**config.mk**
```make
export PLATFORM = sky130hd
export DESIGN_NAME = coax_tx
export DESIGN_NICKNAME = d
export VERILOG_FILES = /design/src/rtl/coax_tx.sv
export SDC_FILE = /design/constraint.sdc
export NUM_CORES = 1
export LEC_CHECK = 0
export CAP_MARGIN = 20
export CORE_ASPECT_RATIO = 0.9
export CORE_MARGIN = 5
export CORE_UTILIZATION = 65
export CTS_CLUSTER_DIAMETER = 200
export CTS_CLUSTER_SIZE = 40
export DETAILED_ROUTE_END_ITERATION = 7
export DONT_BUFFER_PORTS = 1
export GPL_TIMING_DRIVEN = 0
export PLACE_DENSITY_LB_ADDON = 0.12
export SLEW_MARGIN = 20
export SYNTH_ARGS = -nofsm -noshare
export SYNTH_HDL_FRONTEND = slang
export SYNTH_SLANG_ARGS = --single-unit
```
**constraint.sdc**
```tcl
create_clock -name clk -period 3.5 [get_ports clk]
set_input_delay 1.05 -clock clk [delete_from_list [all_inputs] [get_ports clk]]
set_output_delay 1.05 -clock clk [all_outputs]
set_load 0.005 [all_outputs]
```
**src/rtl/coax_tx.sv**
```systemverilog
// Coax Manchester transmitter: start sequence, line-code violation, 12-bit
// words (sync, 10 data bits MSB first, even parity) and an end sequence.
module coax_tx #(
  parameter int unsigned CLOCKS_PER_BIT = 16
) (
  input  logic       clk,
  input  logic       reset,
  input  logic [9:0] data,
  input  logic       load_strobe,
  output logic       ready,
  output logic       active,
  output logic       tx
);

  localparam int unsigned H  = CLOCKS_PER_BIT / 2;
  localparam int unsigned CW = $clog2(CLOCKS_PER_BIT * 12 + 1);

  localparam logic [2:0] S_IDLE  = 3'd0;
  localparam logic [2:0] S_START = 3'd1;
  localparam logic [2:0] S_VIOL  = 3'd2;
  localparam logic [2:0] S_WORD  = 3'd3;
  localparam logic [2:0] S_END   = 3'd4;

  localparam logic [CW-1:0] C_HALF      = CW'(H);
  localparam logic [CW-1:0] C_BIT_LAST  = CW'(CLOCKS_PER_BIT - 1);
  localparam logic [CW-1:0] C_VIOL_HALF = CW'(3 * H);
  localparam logic [CW-1:0] C_VIOL_LAST = CW'(3 * CLOCKS_PER_BIT - 1);
  localparam logic [CW-1:0] C_END_LAST  = CW'(2 * CLOCKS_PER_BIT - 1);

  logic [2:0]    r_state;
  logic [CW-1:0] r_cnt;
  logic [3:0]    r_bit;
  logic [11:0]   r_shift;
  logic [9:0]    r_hold;
  logic          r_full;
  logic          r_tx;
  logic          r_active;
  logic          r_ready;

  logic [2:0]    w_state;
  logic [CW-1:0] w_cnt;
  logic [3:0]    w_bit;
  logic [11:0]   w_shift;
  logic [9:0]    w_hold;
  logic          w_full;
  logic          w_tx;
  logic          w_active;
  logic          w_ready;
  logic          w_accept;
  logic [11:0]   w_word;

  // Next-state logic; outputs are derived from the next state so they register in step.
  always_comb begin
    w_state  = r_state;
    w_cnt    = r_cnt + CW'(1);
    w_bit    = r_bit;
    w_shift  = r_shift;
    w_hold   = r_hold;
    w_full   = r_full;
    w_tx     = 1'b0;
    w_active = 1'b0;
    w_ready  = 1'b0;
    w_accept = load_strobe & r_ready;
    w_word   = {1'b1, r_hold, ^r_hold};

    if (w_accept) begin
      w_hold = data;
      w_full = 1'b1;
    end

    case (r_state)
      S_IDLE: begin
        w_cnt = '0;
        w_bit = 4'd0;
        if (w_accept || r_full) w_state = S_START;
      end
      S_START: begin
        if (r_cnt == C_BIT_LAST) begin
          w_cnt = '0;
          if (r_bit == 4'd4) begin
            w_state = S_VIOL;
            w_bit   = 4'd0;
          end else begin
            w_bit = r_bit + 4'd1;
          end
        end
      end
      S_VIOL: begin
        if (r_cnt == C_VIOL_LAST) begin
          w_cnt = '0;
          if (r_full) begin
            w_state = S_WORD;
            w_shift = w_word;
            w_full  = 1'b0;
          end else begin
            w_state = S_END;
          end
        end
      end
      S_WORD: begin
        if (r_cnt == C_BIT_LAST) begin
          w_cnt = '0;
          if (r_bit == 4'd11) begin
            // Word boundary: chain the held word with no gap, else close the frame.
            w_bit = 4'd0;
            if (r_full) begin
              w_shift = w_word;
              w_full  = 1'b0;
            end else begin
              w_state = S_END;
            end
          end else begin
            w_bit   = r_bit + 4'd1;
            w_shift = {r_shift[10:0], 1'b0};
          end
        end
      end
      S_END: begin
        if (r_cnt == C_END_LAST) begin
          w_cnt   = '0;
          w_state = S_IDLE;
        end
      end
      default: begin
        w_state = S_IDLE;
        w_cnt   = '0;
      end
    endcase

    case (w_state)
      S_START: w_tx = (w_cnt < C_HALF);
      S_VIOL:  w_tx = (w_cnt < C_VIOL_HALF);
      S_WORD:  w_tx = w_shift[11] ^ (w_cnt >= C_HALF);
      S_END:   w_tx = 1'b1;
      default: w_tx = 1'b0;
    endcase

    w_active = (w_state != S_IDLE);
    w_ready  = !w_full && (w_state != S_END);
  end

  always_ff @(posedge clk) begin
    if (!reset) begin
      r_state  <= S_IDLE;
      r_cnt    <= '0;
      r_bit    <= 4'd0;
      r_shift  <= 12'd0;
      r_hold   <= 10'd0;
      r_full   <= 1'b0;
      r_tx     <= 1'b0;
      r_active <= 1'b0;
      r_ready  <= 1'b1;
    end else begin
      r_state  <= w_state;
      r_cnt    <= w_cnt;
      r_bit    <= w_bit;
      r_shift  <= w_shift;
      r_hold   <= w_hold;
      r_full   <= w_full;
      r_tx     <= w_tx;
      r_active <= w_active;
      r_ready  <= w_ready;
    end
  end

  assign ready  = r_ready;
  assign active = r_active;
  assign tx     = r_tx;

endmodule

```
==> results of run 1 <==
[sequential cells by signal, indices dropped and copies added (netlist names)]
name and count:
r_bit 4, ready 1, r_cnt 8, r_shift 12, tx 1, r_state 3, r_hold 10, active 1
r_full 1
[final cells by class]
cell class	instances	area (sq um)
Buffer	10	41.3
Clock inverter	2	13.8
Fill cell	284	897
Sequential cell	41	821
Clock buffer	6	51.3
Multi-Input combinational cell	185	1090
Tap cell	42	52.6
Inverter	7	26.3
[report_power, final]
group          total [mW]  switching [mW]  internal, mW
Sequential          0.494          0.0132         0.481
Clock               0.255           0.157        0.0980
Combinational      0.0857          0.0497        0.0360
[cells in the mapped netlist (all sizes together), types with 2 or more instances]
cell / instances
a22oi: 14
o31a: 3
dfxtp: 41
nor3: 5
nand3: 9
a31oi: 2
nand4b: 2
nor2: 26
o22ai: 3
inv: 6
nand2: 40
xnor2: 13
and3: 2
clkbuf: 7
xor2: 2
mux2: 2
buf: 3
and2b: 2
nor2b: 4
o21ai: 6
o211ai: 2
a21oi: 26
ha: 3
and2: 3
[cell families (layout without fill, tap and decap cells)]
logic type / count (synthesis) / after routing
AOI/OAI and AO/OA: 63 / 63
xor gates and xnor gates: 15 / 15
adders and majority gates: 3 / 3
buffers and inverters: 17 / 25
DFF: 41 / 41
muxes: 3 / 3
and+or+nand+nor: 101 / 101
[path summary, 6_finish.rpt]
kind | to | slack (ns)
min reg2reg | r_cnt[0] | 0.48
max | tx | 1.47
max reg2reg | tx | 1.47
min | r_cnt[0] | 0.48
[routing by layer]
| metal | global-route usage [%] | wire, um | vias to the layer above |
|---|---|---|---|
| li1 | - | - | 864 |
| met1 | 34.5 | 2160 | 764 |
| met2 | 27.8 | 1600 | 36 |
| met3 | 4.50 | 196 | 5 |
| met4 | 8.93 | 54 | 0 |
| met5 | 0 | 0 | - |
[worst register-to-register path: stages, from the launching register on]
cell and delay (ns):
dfxtp_1 0.39, ha_1 0.25, and3_1 0.24, nand3_2 0.15, a21o_1 0.21, a22oi_2 0.25
nor2_1 0.06, o31a_1 0.29, o211ai_2 0.13
==> results.json, run 1 <==
{
  "ir_worst_vdd_mv": 0.383,
  "fin_worst_hold_slack_ns": 0.485,
  "power_mw": 0.835,
  "drc_violations_left": 0,
  "worst_path_largest_cell_delay_ns": 0.39,
  "die_width_um": 68.2,
  "final_cell_area_sq_um": 2100,
  "final.setup_skew_ns": 0.0115,
  "cts_max_path_buffers": 2,
  "place.detailed.hpwl_um": 2960,
  "cts_buffers": 5,
  "clkSinkCount": 41,
  "ant_nets": 0,
  "gr-total-overflow": 0,
  "worstPathCellList": "ha_1 -> and3_1 -> nand3_2 -> a21o_1 -> a22oi_2 -> nor2_1 -> o31a_1 -> o211ai_2",
  "hp-start": "r_cnt[0]",
  "synth_top_area_share_pct": 41.4,
  "yosys.area_share.simple_pct": 24.4,
  "unrepaired_setup_endpoints_after_global_routing": "false",
  "drt_pre_antenna_iters": 4,
  "final_core_utilization_pct": 70.1,
  "synth-seq-area-share_pct": 41.4,
  "core_area_sq_um": 3000,
  "post_synth_main_area_contributors": "dfxtp_1 (41%), nand2_1 (7.6%), a21oi_1 (6.3%), xnor2_1 (5.7%), a22oi_1 (4.9%)",
  "syn_to_final_growth_pct": 5.94,
  "worst_skew_pair.late_latency_ns": 0.36,
  "worst-path-max-fanout": 6,
  "postSynthCellCount": 243,
  "drt_first_iter_violations": 110,
  "grt_pass1_wl_um": 7120,
  "r2r-start": "r_cnt[0]",
  "port_buffers": 0,
  "area_of_the_die_sq_um": 4250,
  "ys_ff_latch": 41,
  "run_status": "complete, no violations",
  "synth_fa_ha_area_share_pct": 1.90,
  "synth_xor_area_share_pct": 6.63,
  "post-cts-setup-buffer-count": 0,
  "cts-resized-gates": 0,
  "synth-main-ff-cell": "dfxtp_1",
  "num-nets-final": 266,
  "end_kind": "register",
  "dpl.cell_count": 285,
  "chip_height_um": 62.4,
  "leakagePower_nw": 0.727,
  "viasPerCell": 5.70,
  "num_antenna_cells": 0,
  "fin_tns_setup_ns": 0,
  "antenna_violations_before_repair": 0,
  "yosysUniqueCellTypes": 48,
  "fin_ws_ns": 1.47,
  "synth_async_sr_flop_share_pct": 0,
  "achievable-frequency_ghz": 0.492,
  "hold_wc_path_type": "register to register",
  "relSlewSlack_pct": 67.8,
  "setup_viol": 0,
  "preCtsSetupSlack_ns": 1.33,
  "drive_above_1_share_pct": 7.97,
  "layoutNonFillerInstCount": 293,
  "vias": 1669,
  "final_common_cell": "dfxtp_1",
  "count_of_pins_over_their_slew_limit": 0,
  "hold_path_depth": 1,
  "cts_max_level": 2,
  "first_element_of_the_critical_path": "r_cnt[0]",
  "maxCapViolations": 0,
  "global_route.usage.total_pct": 21.8,
  "worstPathRequired_ns": 3.79,
  "routabilityCongestion": 0.865,
  "initial_core_utilization_pct": 66.1,
  "final_hold_viol_count": 0,
  "tritoncts": "yes",
  "worst-r2r-cell-count": 8,
  "power_per_cell_area_nw_per_um2": 398,
  "grt_pass1_vias": 1565,
  "synth_edf_count": 0,
  "cp_max_stage_cell": "dfxtp_1",
  "combinational_family_with_the_most_area_after_synthesis": "simple AND/OR/NAND/NOR gates",
  "compound_gate_fraction_of_synth_area_pct": 20.6,
  "detailed_place.area_sq_um": 2030,
  "cts_root_buffer": "clkbuf_4",
  "critical_path_buffer_and_inverter_count": 0,
  "synth-warning-count": 0,
  "post_syn_area_sq_um": 1980,
  "totalWireLength_um": 4010,
  "worst_slew_pin_slew_ns": 0.482,
  "critical_path.top_delay_family": "compound AO/OA/AOI/OAI gates",
  "synth.net_count": 259,
  "route.detailed.wl_per_inst_um": 13.7,
  "layout_min_cycle_time_ns": 2.03,
  "synth.area.mux_share_pct": 1.64,
  "synth_largest_area_cell": "dfxtp_1",
  "min_period_over_period_pct": 58.1,
  "clock_pin_slew_reported_for_the_worst_setup_and_hold_paths_after_clock_tree_synthesis_ns": 0.11,
  "crit_type": "register to register",
  "mostFrequentLayoutCells": "dfxtp_1 (41), nand2_1 (40), nor2_1 (26), a21oi_1 (25)",
  "rows": 19,
  "worst_setup_path_start_kind": "register",
  "worst-path-stages": 8,
  "synth_area_per_cell_sq_um": 8.15,
  "holdBufCountCts": 0,
  "pin_count": 16,
  "grt_max_degree": 14,
  "worst_ep_arrival_time_ns": 2.33
}
Power figures use the tool's default switching activity.
==> inputs of run 2 (changes only) <==
Settings changed: CORE_UTILIZATION 65 to 56.
Clock period 3.5 ns to 1.7 ns, I/O delays scaled along.
==> run 2 against run 1 <==
Core utilization down 0.90 points. Critical endpoint unchanged. Highest routed layer unchanged. The run now ends with negative setup slack left. Via count up 6.2%. Combinational power up 120%. Register-to-register slack worse by 1.6 ns.
==> results.json, run 2 (synthesis results as in run 1) <==
{
  "clock_pin_slew_reported_for_the_worst_setup_and_hold_paths_after_clock_tree_synthesis_ns": 0.08,
  "vias": 1773,
  "worst_slew_pin_slew_ns": 0.514,
  "initial_core_utilization_pct": 58.2,
  "count_of_pins_over_their_slew_limit": 0,
  "area.sequential_sq_um": 842,
  "fin_tns_setup_ns": -0.166,
  "biggestRegsByFlops": "r_shift (12), r_hold (10), r_cnt (8)",
  "largest_register_ffs": 12,
  "worst-r2r-cell-count": 8,
  "ant_nets": 0,
  "final.setup_skew_ns": 0.00564,
  "cts_buffers": 5,
  "antenna_violations_before_repair": 0,
  "totalWireLength_um": 4500,
  "hp-start": "reset",
  "drt_pre_antenna_iters": 6,
  "grt_pass1_vias": 1621,
  "achievable-frequency_ghz": 0.545,
  "run_status": "complete, but fails checks",
  "route.detailed.wl_per_inst_um": 14.8,
  "gr-total-overflow": 0,
  "tritoncts": "yes",
  "drt_first_iter_violations": 112,
  "rows": 20,
  "reg_to_reg_end": "tx",
  "leakagePower_nw": 0.798,
  "port_buffers": 0,
  "grt_pass1_wl_um": 7410,
  "unrepaired_setup_endpoints_after_global_routing": "true",
  "cts_max_path_buffers": 2,
  "violations": "negative setup slack",
  "cts_root_buffer": "clkbuf_8",
  "worst_ep_arrival_time_ns": 2.06,
  "worst_setup_path_start_kind": "register",
  "fin_ws_ns": -0.133,
  "drive_above_1_share_pct": 23.5,
  "chip_height_um": 66.4,
  "power_per_cell_area_nw_per_um2": 776,
  "first_element_of_the_critical_path": "r_cnt[5]",
  "maxCapViolations": 0,
  "place.detailed.hpwl_um": 2870,
  "power_mw": 1.83,
  "final_hold_viol_count": 0,
  "worst_reg_to_reg_setup_slack_ns": -0.13,
  "hold_wc_path_type": "input port to register",
  "ir_worst_vdd_mv": 0.667,
  "grt_max_degree": 14,
  "num-nets-final": 275,
  "crit_type": "register to register",
  "r2r-start": "r_cnt[5]",
  "setup_viol": 4,
  "clkSinkCount": 41,
  "preCtsSetupSlack_ns": -0.166,
  "min_period_over_period_pct": 108,
  "worst_skew_pair.late_latency_ns": 0.29,
  "end_kind": "register",
  "worstPathRequired_ns": 1.93,
  "worst-path-max-fanout": 10,
  "mostFrequentLayoutCells": "nand2_1 (39), dfxtp_1 (32), nor2_1 (23), a21oi_1 (23), xnor2_1 (13)",
  "critPathCapture": "tx",
  "total_area_of_multi_input_combinational_cells_sq_um": 1210,
  "num_antenna_cells": 0,
  "final.fill_count": 289,
  "final_common_cell": "nand2_1",
  "global_route.usage.total_pct": 19.6,
  "core_area_sq_um": 3400,
  "viasPerCell": 5.83,
  "area_of_the_die_sq_um": 4830,
  "cts_max_level": 2,
  "largest-register": "r_shift",
  "syn_to_final_growth_pct": 18.8,
  "routabilityCongestion": 0.881,
  "layout_min_cycle_time_ns": 1.83,
  "die_width_um": 72.7,
  "pin_count": 16,
  "drc_violations_left": 0,
  "final_core_utilization_pct": 69.2,
  "relSlewSlack_pct": 65.8
}
[run 2: cell count changes in the layout (fill, tap and decap cells not counted), moves of 3 or more]
cell / before / now
clkbuf_4: 5 / 0
nor2_2: 0 / 3
buf_4: 0 / 10
clkbuf_8: 1 / 5
dfxtp_1: 41 / 32
dfxtp_4: 0 / 4
nor2_1: 26 / 23
dfxtp_2: 0 / 5
[run 2: report_power, final]
group	switching, mW	internal [mW]	leakage, nW
sequential	0.0345	0.986	0.339
clock	0.336	0.283	0.0439
combinational	0.104	0.0815	0.416
[run 2: what timing repair did]
action                                  in CTS  in global routing
setup buffers                                9                  0
cloned                                       0                  1
pin swaps                                    6                  3
endpoints found under the setup margin      16                 26
hold buffers                                 0                  0
gates resized for setup                     22                 16
[run 2: worst min-delay path by stage]
stage                              to  slack, ns  depth (start not counted)
final                     r_shift[11]       0.33                          1
after global routing      r_shift[11]       0.32                          1
after CTS                 r_shift[11]       0.33                          1
after detailed placement     r_cnt[0]       0.45                          1
after global placement       r_cnt[0]       0.45                          1
after floorplan              r_cnt[0]       0.43                          1
[run 2: layout make-up]
cell class / instances / share of cell area [%]
flip-flops and latches: 41 / 35.8
inverters: 7 / 1.12
plain buffers: 9 / 1.86
clock buffers: 5 / 2.92
well taps: 44 / 2.34
clock inverters: 3 / 0.744
repair buffers: 10 / 3.62
multi-input cells: 185 / 51.6
[run 2: per-stage QoR]
| stage | instance area (sq um) | cells | hold slack [ns] |
|---|---|---|---|
| floorplan | 2010 | 243 | 0.433 |
| detailed placement | 2060 | 287 | 0.453 |
| finish | 2350 | 304 | 0.331 |
| CTS | 2310 | 303 | 0.328 |
| global placement | 2060 | 287 | 0.448 |
| global route | 2350 | 304 | 0.319 |
[run 2: routing by layer]
layer / GRT usage [%] / wire length, um / up-vias
met1: 28.5 / 2230 / 834
met2: 28.2 / 1940 / 46
met4: 6.91 / 82 / 0
met3: 4.41 / 249 / 12
met5: 0 / 0 / -
li1: - / - / 881
[run 2: worst max-delay path, stage by stage, from the launching register on]
cell and delay, ns:
dfxtp_1 0.33, buf_4 0.18, and2b_2 0.22, a31oi_2 0.07, o31a_1 0.30, a21oi_2 0.18, nor2_1 0.06, o31a_1 0.28
o211ai_2 0.12
